### config.mk
export PLATFORM = sky130hd
export DESIGN_NAME = ram_access_arbiter
export DESIGN_NICKNAME = d
export VERILOG_FILES = /design/src/rtl/ram_ctrl_pkg.sv /design/src/rtl/rr_arbiter2.sv /design/src/rtl/ram_access_arbiter.sv
export SDC_FILE = /design/constraint.sdc
export NUM_CORES = 1
export LEC_CHECK = 0
export ABC_CLOCK_PERIOD_IN_PS = 2300
export CAP_MARGIN = 15
export CORE_ASPECT_RATIO = 1.1
export CORE_UTILIZATION = 30
export CTS_BUF_LIST = sky130_fd_sc_hd__clkbuf_4 sky130_fd_sc_hd__clkbuf_8
export CTS_CLUSTER_SIZE = 24
export DETAILED_ROUTE_END_ITERATION = 10
export PLACE_DENSITY_LB_ADDON = 0.1
export SLEW_MARGIN = 20
export SYNTH_ARGS = -nofsm -noshare
export SYNTH_HDL_FRONTEND = slang
export SYNTH_SLANG_ARGS = --single-unit
### constraint.sdc
create_clock -name i_clk -period 2.3 [get_ports i_clk]
set_clock_uncertainty 0.2 [all_clocks]
set_input_delay 0.23 -clock i_clk [delete_from_list [all_inputs] [get_ports i_clk]]
set_output_delay 0.23 -clock i_clk [all_outputs]
set_load 0.02 [all_outputs]
### src/rtl/ram_ctrl_pkg.sv
`default_nettype none
// ============================================================================
//  Module      : ram_ctrl_pkg
//  Description : Shared types and default widths for the RAM access sequencer
//                and arbiter.
//  Contents    : state_t - sequencer state encoding
//                c_ADDR_W_DEF / c_DATA_W_DEF - default RAM geometry
//  Revision    : 1.0 - initial release
// ============================================================================
package ram_ctrl_pkg;

  localparam int c_ADDR_W_DEF = 8;
  localparam int c_DATA_W_DEF = 16;

  typedef enum logic [1:0] {
    IDLE   = 2'd0,
    SETUP  = 2'd1,
    STROBE = 2'd2,
    DONE   = 2'd3
  } state_t;

endpackage : ram_ctrl_pkg
`default_nettype wire

### src/rtl/rr_arbiter2.sv
`default_nettype none
// ============================================================================
//  Module      : rr_arbiter2
//  Description : Two-input round-robin arbiter with a 1-bit last-served
//                pointer. Grant is combinational and one-hot; the pointer
//                advances only when a grant is actually issued.
//  Ports       : i_clk    - clock
//                i_rst_n  - asynchronous active-low reset
//                i_req    - request vector (bit 0 = requester 0)
//                i_en     - grant qualifier; no grant while low
//                o_gnt    - one-hot grant
//  Revision    : 1.0 - initial release
// ============================================================================
module rr_arbiter2 (
  input  logic       i_clk,
  input  logic       i_rst_n,
  input  logic [1:0] i_req,
  input  logic       i_en,
  output logic [1:0] o_gnt
);

  // 1 = requester 1 was served last, so requester 0 wins the next tie.
  // Reset to 1 so the first tie after reset goes to requester 0.
  logic r_last_r1;
  logic [1:0] w_gnt;

  always_comb begin
    w_gnt = 2'b00;
    if (i_en) begin
      unique case (i_req)
        2'b01:   w_gnt = 2'b01;
        2'b10:   w_gnt = 2'b10;
        2'b11:   w_gnt = r_last_r1 ? 2'b01 : 2'b10;
        default: w_gnt = 2'b00;
      endcase
    end
  end

  always_ff @(posedge i_clk or negedge i_rst_n) begin
    if (!i_rst_n) begin
      r_last_r1 <= 1'b1;
    end else if (|w_gnt) begin
      r_last_r1 <= w_gnt[1];
    end
  end

  assign o_gnt = w_gnt;

endmodule : rr_arbiter2
`default_nettype wire

### src/rtl/ram_access_arbiter.sv
`default_nettype none
// ============================================================================
//  Module      : ram_access_arbiter
//  Description : Round-robin arbiter and SETUP/STROBE/DONE sequencer in front
//                of a word RAM with an edge-triggered write enable. Address
//                and write data are registered one full cycle before the
//                strobe and held one full cycle after it.
//  Ports       : i_clk, i_rst_n             - clock, async active-low reset
//                i_rN_req/we/addr/wdata     - requester N command (N = 0, 1)
//                o_rN_ack                   - one-cycle completion pulse
//                o_rdata                    - data of last completed read
//                o_ram_address/wdata/we/re  - RAM control (all registered)
//                i_ram_rdata                - RAM read data (combinational)
//                o_busy                     - sequencer not idle
//  Revision    : 1.0 - initial release
// ============================================================================
module ram_access_arbiter
  import ram_ctrl_pkg::*;
#(
  parameter int ADDR_W = c_ADDR_W_DEF,
  parameter int DATA_W = c_DATA_W_DEF
) (
  input  logic              i_clk,
  input  logic              i_rst_n,
  input  logic              i_r0_req,
  input  logic              i_r0_we,
  input  logic [ADDR_W-1:0] i_r0_addr,
  input  logic [DATA_W-1:0] i_r0_wdata,
  output logic              o_r0_ack,
  input  logic              i_r1_req,
  input  logic              i_r1_we,
  input  logic [ADDR_W-1:0] i_r1_addr,
  input  logic [DATA_W-1:0] i_r1_wdata,
  output logic              o_r1_ack,
  output logic [DATA_W-1:0] o_rdata,
  output logic [ADDR_W-1:0] o_ram_address,
  output logic [DATA_W-1:0] o_ram_wdata,
  output logic              o_ram_we,
  output logic              o_ram_re,
  input  logic [DATA_W-1:0] i_ram_rdata,
  output logic              o_busy
);

  state_t r_state, w_state_nxt;

  logic              r_cmd_we,  w_cmd_we_nxt;
  logic              r_owner,   w_owner_nxt;   // 0 = requester 0, 1 = requester 1
  logic [ADDR_W-1:0] r_ram_address, w_ram_address_nxt;
  logic [DATA_W-1:0] r_ram_wdata,   w_ram_wdata_nxt;
  logic [DATA_W-1:0] r_rdata,       w_rdata_nxt;
  logic              r_ram_we,  w_ram_we_nxt;
  logic              r_ram_re,  w_ram_re_nxt;
  logic              r_r0_ack,  w_r0_ack_nxt;
  logic              r_r1_ack,  w_r1_ack_nxt;

  logic [1:0] w_gnt;
  logic       w_gnt_en;

  // Requests are only considered while idle.
  assign w_gnt_en = (r_state == IDLE);

  rr_arbiter2 u_arb (
    .i_clk   (i_clk),
    .i_rst_n (i_rst_n),
    .i_req   ({i_r1_req, i_r0_req}),
    .i_en    (w_gnt_en),
    .o_gnt   (w_gnt)
  );

  always_comb begin
    w_state_nxt       = r_state;
    w_cmd_we_nxt      = r_cmd_we;
    w_owner_nxt       = r_owner;
    w_ram_address_nxt = r_ram_address;
    w_ram_wdata_nxt   = r_ram_wdata;
    w_rdata_nxt       = r_rdata;
    w_ram_we_nxt      = 1'b0;
    w_ram_re_nxt      = 1'b0;
    w_r0_ack_nxt      = 1'b0;
    w_r1_ack_nxt      = 1'b0;

    unique case (r_state)
      IDLE: begin
        if (|w_gnt) begin
          w_owner_nxt       = w_gnt[1];
          w_cmd_we_nxt      = w_gnt[1] ? i_r1_we    : i_r0_we;
          w_ram_address_nxt = w_gnt[1] ? i_r1_addr  : i_r0_addr;
          w_ram_wdata_nxt   = w_gnt[1] ? i_r1_wdata : i_r0_wdata;
          // Read enable is asserted from SETUP so the RAM output has
          // settled by the end of STROBE.
          w_ram_re_nxt      = ~w_cmd_we_nxt;
          w_state_nxt       = SETUP;
        end
      end
      SETUP: begin
        w_ram_we_nxt = r_cmd_we;
        w_ram_re_nxt = ~r_cmd_we;
        w_state_nxt  = STROBE;
      end
      STROBE: begin
        if (!r_cmd_we) begin
          w_rdata_nxt = i_ram_rdata;
        end
        w_r0_ack_nxt = ~r_owner;
        w_r1_ack_nxt = r_owner;
        w_state_nxt  = DONE;
      end
      DONE: begin
        w_state_nxt = IDLE;
      end
      default: begin
        w_state_nxt = IDLE;
      end
    endcase
  end

  always_ff @(posedge i_clk or negedge i_rst_n) begin
    if (!i_rst_n) begin
      r_state       <= IDLE;
      r_cmd_we      <= 1'b0;
      r_owner       <= 1'b0;
      r_ram_address <= '0;
      r_ram_wdata   <= '0;
      r_rdata       <= '0;
      r_ram_we      <= 1'b0;
      r_ram_re      <= 1'b0;
      r_r0_ack      <= 1'b0;
      r_r1_ack      <= 1'b0;
    end else begin
      r_state       <= w_state_nxt;
      r_cmd_we      <= w_cmd_we_nxt;
      r_owner       <= w_owner_nxt;
      r_ram_address <= w_ram_address_nxt;
      r_ram_wdata   <= w_ram_wdata_nxt;
      r_rdata       <= w_rdata_nxt;
      r_ram_we      <= w_ram_we_nxt;
      r_ram_re      <= w_ram_re_nxt;
      r_r0_ack      <= w_r0_ack_nxt;
      r_r1_ack      <= w_r1_ack_nxt;
    end
  end

  assign o_r0_ack      = r_r0_ack;
  assign o_r1_ack      = r_r1_ack;
  assign o_rdata       = r_rdata;
  assign o_ram_address = r_ram_address;
  assign o_ram_wdata   = r_ram_wdata;
  assign o_ram_we      = r_ram_we;
  assign o_ram_re      = r_ram_re;
  assign o_busy        = (r_state != IDLE);

endmodule : ram_access_arbiter
`default_nettype wire

Yosys cells after proc, flatten, opt, wreduce, memory -nomap -nowiden
Index checks and enable logic that the tools add are counted.
Word-level totals
  register bits: 49
  bits in latches: 0
  RAM bits: 0
  ROM bits: 0
  input port bits: 70
  output and inout port bits: 45
  logic and storage cells: 39
  memories: 0
Cells by class
  add/subtract/negate cells: 0
  $mul: 0
  divide/modulo/power cells: 0
  $lt $le $gt $ge: 0
  equality and inequality tests: 7
  shift operators: 0
  mux-type cells: 13
  bitwise logic cells: 3
  reduce and logical (&&, ||, !) cells: 5
Operator list (number)
  $mux 16: 1
  $eq 2x2->1 const B: 4
  $mux 8: 1
  $pmux 2 s4: 1
  $mux 2: 3
  $pmux 2 s3: 1
  $mux 1: 5
  $eq 2x1->1 const B: 2
  $reduce_and 2->1: 2
  $not 1->1: 3
  $logic_not 2->1: 1
  $ne 2x2->1 const B: 1
  $pmux 1 s2: 1
  $reduce_bool 2->1: 1
  $reduce_or 2->1: 1

Longest topological paths before layout
  depth in word-level cells: 7
  gate-level depth with buffers: 7
  mapped depth without buffers: 5

Modules after synthesis
Synthesis repeated with hierarchy kept, for this count alone.
Second synthesis, totals
  cell total of the unflattened synthesis: 149
  area, all modules: 2402.3 um^2
By module, submodules not included
  ram_access_arbiter: times used 1, cells each 141, area an instance 2339.7 um^2, sequential area each 1201.2 um^2
  rr_arbiter2: times used 1, cells each 8, area an instance 62.6 um^2, sequential area each 26.3 um^2

Least setup slack after synthesis
Ideal clock, no wire load.
  path kind: reg2reg
  start: reg r_state[0]
  end: reg r_rdata[10] (netlist: o_rdata[10])
  library setup time: 125 ps
  arrival time: 1486 ps
  required time: 1975 ps
  path slack: 490 ps
  stages on the path, launching flop included: 7
  path buffers: 2
  clock period less this slack: 1810 ps
  cells stage by stage: dfrtp_1 inv_1 ha_1 nor2b_1 buf_2 buf_2 mux2_2
On the way
  longest elaborated chain between the ends: 2
RTL lines
  start: declaration: line ram_access_arbiter.sv:44  | state_t r_state, w_state_nxt;
  start signal: assignment: line ram_access_arbiter.sv:130  | r_state <= w_state_nxt;
  $eq 2x2->1: line ram_access_arbiter.sv:82  | unique case (r_state)
  $reduce_and 2->1 (no source line)
  end signal: assignment: line ram_access_arbiter.sv:135  | r_rdata <= w_rdata_nxt;
  end: declaration: line ram_access_arbiter.sv:50  | logic [DATA_W-1:0] r_rdata, w_rdata_nxt;
No other way between the ends.
A chain may end at the register's enable or synchronous reset.

Final worst setup path
  start: reg r_state[0]
  end: out o_busy
On the way
  longest elaborated chain between the ends: 1
RTL lines
  $reduce_bool 2->1: line ram_access_arbiter.sv:150  | assign o_busy = (r_state != IDLE);
  end: declaration: line ram_access_arbiter.sv:41  | output logic o_busy
No other way between the ends.

==> metrics <==
status finished clean; Root Buffer clkbuf_8; fin nets 391; Post-Route WL 5190 um; max incr delay on CP 0.60 ns; DRC Markers 0; total of max-cap violations 0; final antenna-violating net count 0; Yosys cell types 21; first-pass GRT wire length 8450 um; RSZ-0062 raised after global routing false; crit path setup slack, layout 0.204 ns; Worst-Skew Late Latency 0.29 ns; vias per inst 4.65; Netlist Area Pre-Place 2280 um^2; Core Region 7170 um^2; placer congestion estimate 0.687; Clock Pin Slew Worst Setup and Hold Paths 0.08 ns; Max Slew Vio Count 0; Synth Area per Inst 11.0 um^2; worst path required time 1.87 ns; critical path, cell by cell inv_1, ha_1, inv_1, clkdlybuf4s50_1; antenna violations before repair 0; Period minus WS final 2.10 ns; fin crit share 0.911; # H-tree levels 2; Synth Instances 208; post-layout util 0.503; full die area 7950 um^2; FP Rows 32; dpl hpwl 3750 um; final hold vios 0; Synth Warn # 0; crit end category output pin; CTS tree yes; Yosys reg bits 49; TritonCTS Buffers 5; Critical Path Start Type register; TNS Setup 0 ns; Syn-to-layout area delta 58.2%; HP Class input pin to asynchronous set/reset pin; Pre-Repair DR Iteration Count 4; Critical Path AT 1.67 ns; Sink Count 49; Die Y 93.4 um; drt wl/cell 12.9 um; Power Density 1270 nW/um^2; all-layer global routing usage 0.136; largest net degree at the start of global routing 54; grt ovf 0; share of layout cells above drive strength 1 0.110; final cell count without fillers 403; Placement Setup Slack 0.344 ns; critical path's slowest cell clkdlybuf4s50_1; # setup viols final 0; worst slew pin tran 0.558 ns; Power, Total 4.59 mW; DRT iter0 DRCs 38; critical path fanouts, max 4; vias in the first global route 1802; Post-Place Cells 394; vias 1874; Initial Util 0.318; n_diodes 0; Filler cells 682; Worst path most repeated cell inv_1; DIE WIDTH 85.1 um; Leak 1.43 nW; largest delay contributor family on the critical path buffers and inverters; CTS resizes 0; post-synthesis sequential area ratio 0.539; Max-slew headroom 0.628; WP buf/inv 3; critical path class register to output pin; Max rail drop VDD 0.000466 V; post-synth net total 282; Top Ports 115; port bufs 114; worst-case clock buffer depth 2; Fmax achieved 477 MHz
-- metal layers --
layer | track usage | vias up | routed length, um
met3 | 0.0600 | 6 | 585
met1 | 0.158 | 833 | 2140
met5 | 0 | - | 0
met2 | 0.226 | 82 | 2410
li1 | - | 953 | -
met4 | 0.0381 | 0 | 54
-- final cells by class --
type / instances / area [um^2] / share of cell area
timing repair buffer: 121 / 1200 / 0.334
multi-input combinational: 134 / 925 / 0.257
clock inverter: 2 / 37.5 / 0.0104
tap: 85 / 106 / 0.0295
sequential: 49 / 1230 / 0.341
inverter: 6 / 22.5 / 0.00625
clock buffer: 6 / 82.6 / 0.0229
-- registers in the layout, indices dropped and copies added, names as in the netlist --
| name | count |
|---|---|
| o_r0_ack | 1 |
| o_r1_ack | 1 |
| o_ram_address | 8 |
| o_ram_re | 1 |
| o_ram_wdata | 16 |
| o_ram_we | 1 |
| o_rdata | 16 |
| r_cmd_we | 1 |
| r_owner | 1 |
| r_state | 2 |
| u_arb.r_last_r1 | 1 |
-- Yosys cell counts --
master | instances | area, um^2
o22ai_1 | 2 | 12.5
and2_4 | 1 | 8.76
o21ai_0 | 25 | 125
nor2_1 | 26 | 97.6
and2_1 | 2 | 12.5
dfrtp_1 | 48 | 1200
mux2_2 | 17 | 191
a31oi_1 | 25 | 156
nand2_1 | 1 | 3.75
a32o_1 | 1 | 10.0
or3_1 | 1 | 6.26
ha_1 | 4 | 50.1
inv_1 | 6 | 22.5
buf_2 | 3 | 15.0
nor2b_1 | 2 | 12.5
clkbuf_1 | 12 | 45.0
or3b_1 | 25 | 219
mux2i_1 | 1 | 10.0
o21a_1 | 1 | 7.51
buf_6 | 4 | 45.0
dfstp_2 | 1 | 26.3
-- where the power goes --
group | switching [mW] | internal [mW]
sequential | 0.210 | 1.30
combinational | 1.20 | 1.24
clock | 0.281 | 0.354
-- worst paths after layout --
path | slack (ns) | depth (start not counted) | endpoint | startpoint
worst max register to register | 0.44 | 6 | o_ram_address[3]$_DFFE_PN0P_ | r_state[0]$_DFFE_PN0P_
max in group asynchronous | 0.94 | 3 | u_arb.r_last_r1$_DFFE_PN1P_ | i_rst_n
worst min-delay path | 0.25 | 2 | r_state[0]$_DFFE_PN0P_ | i_rst_n
min in group i_clk | 0.27 | 1 | o_r0_ack$_DFF_PN0_ | r_owner$_DFFE_PN0P_
worst min register to register | 0.27 | 1 | o_r0_ack$_DFF_PN0_ | r_owner$_DFFE_PN0P_
worst max-delay path | 0.20 | 4 | o_busy | r_state[0]$_DFFE_PN0P_
-- cells in the final DEF, fill, tap and decap left out, drive strengths merged --
| cell type | Yosys | final |
|---|---|---|
| or3b | 25 | 25 |
| or3 | 1 | 1 |
| o21ai | 25 | 25 |
| ha | 4 | 4 |
| clkinvlp | 0 | 1 |
| mux2i | 1 | 1 |
| bufinv | 0 | 1 |
| nand2 | 1 | 1 |
| mux2 | 17 | 17 |
| dfrtp | 48 | 48 |
| o21a | 1 | 1 |
| o22ai | 2 | 2 |
| nor2 | 26 | 26 |
| buf | 7 | 7 |
| and2 | 3 | 3 |
| a32o | 1 | 1 |
| a31oi | 25 | 25 |
| nor2b | 2 | 2 |
| dlygate4sd3 | 0 | 1 |
| inv | 6 | 6 |
| clkbuf | 12 | 6 |
| dfstp | 1 | 1 |
| clkdlybuf4s50 | 0 | 113 |
-- kinds of logic after synthesis --
kind of cell	synth area share
AO/OA/AOI/OAI	0.137
adder cells (fa/ha/maj)	0.0220
buffers and inverters	0.0560
flip-flops	0.539
multiplexers	0.0884
AND/OR/NAND/NOR	0.158
-- worst reg2reg max path: cells and delay by family, from the launching register on --
family	cells	cell delay, ns
buf+inv	2	0.34
flops	1	0.40
simple gates	2	0.46
fa+ha+maj	1	0.23
compound gates	1	0.17
-- repair_timing --
item | in CTS | in global routing
endpoints found under the hold margin | 24 | 0
buffers inserted | 0 | 0
hold buffers | 1 | 0
-- per-stage QoR --
stage	cell area [um^2]	hold slack (ns)
CTS	3600	0.273
finish	3600	0.252
global route	3600	0.282
detailed placement	3470	0.0606
floorplan	2280	-0.266
global placement	3470	0.0612
Power figures use the tool's default switching activity.
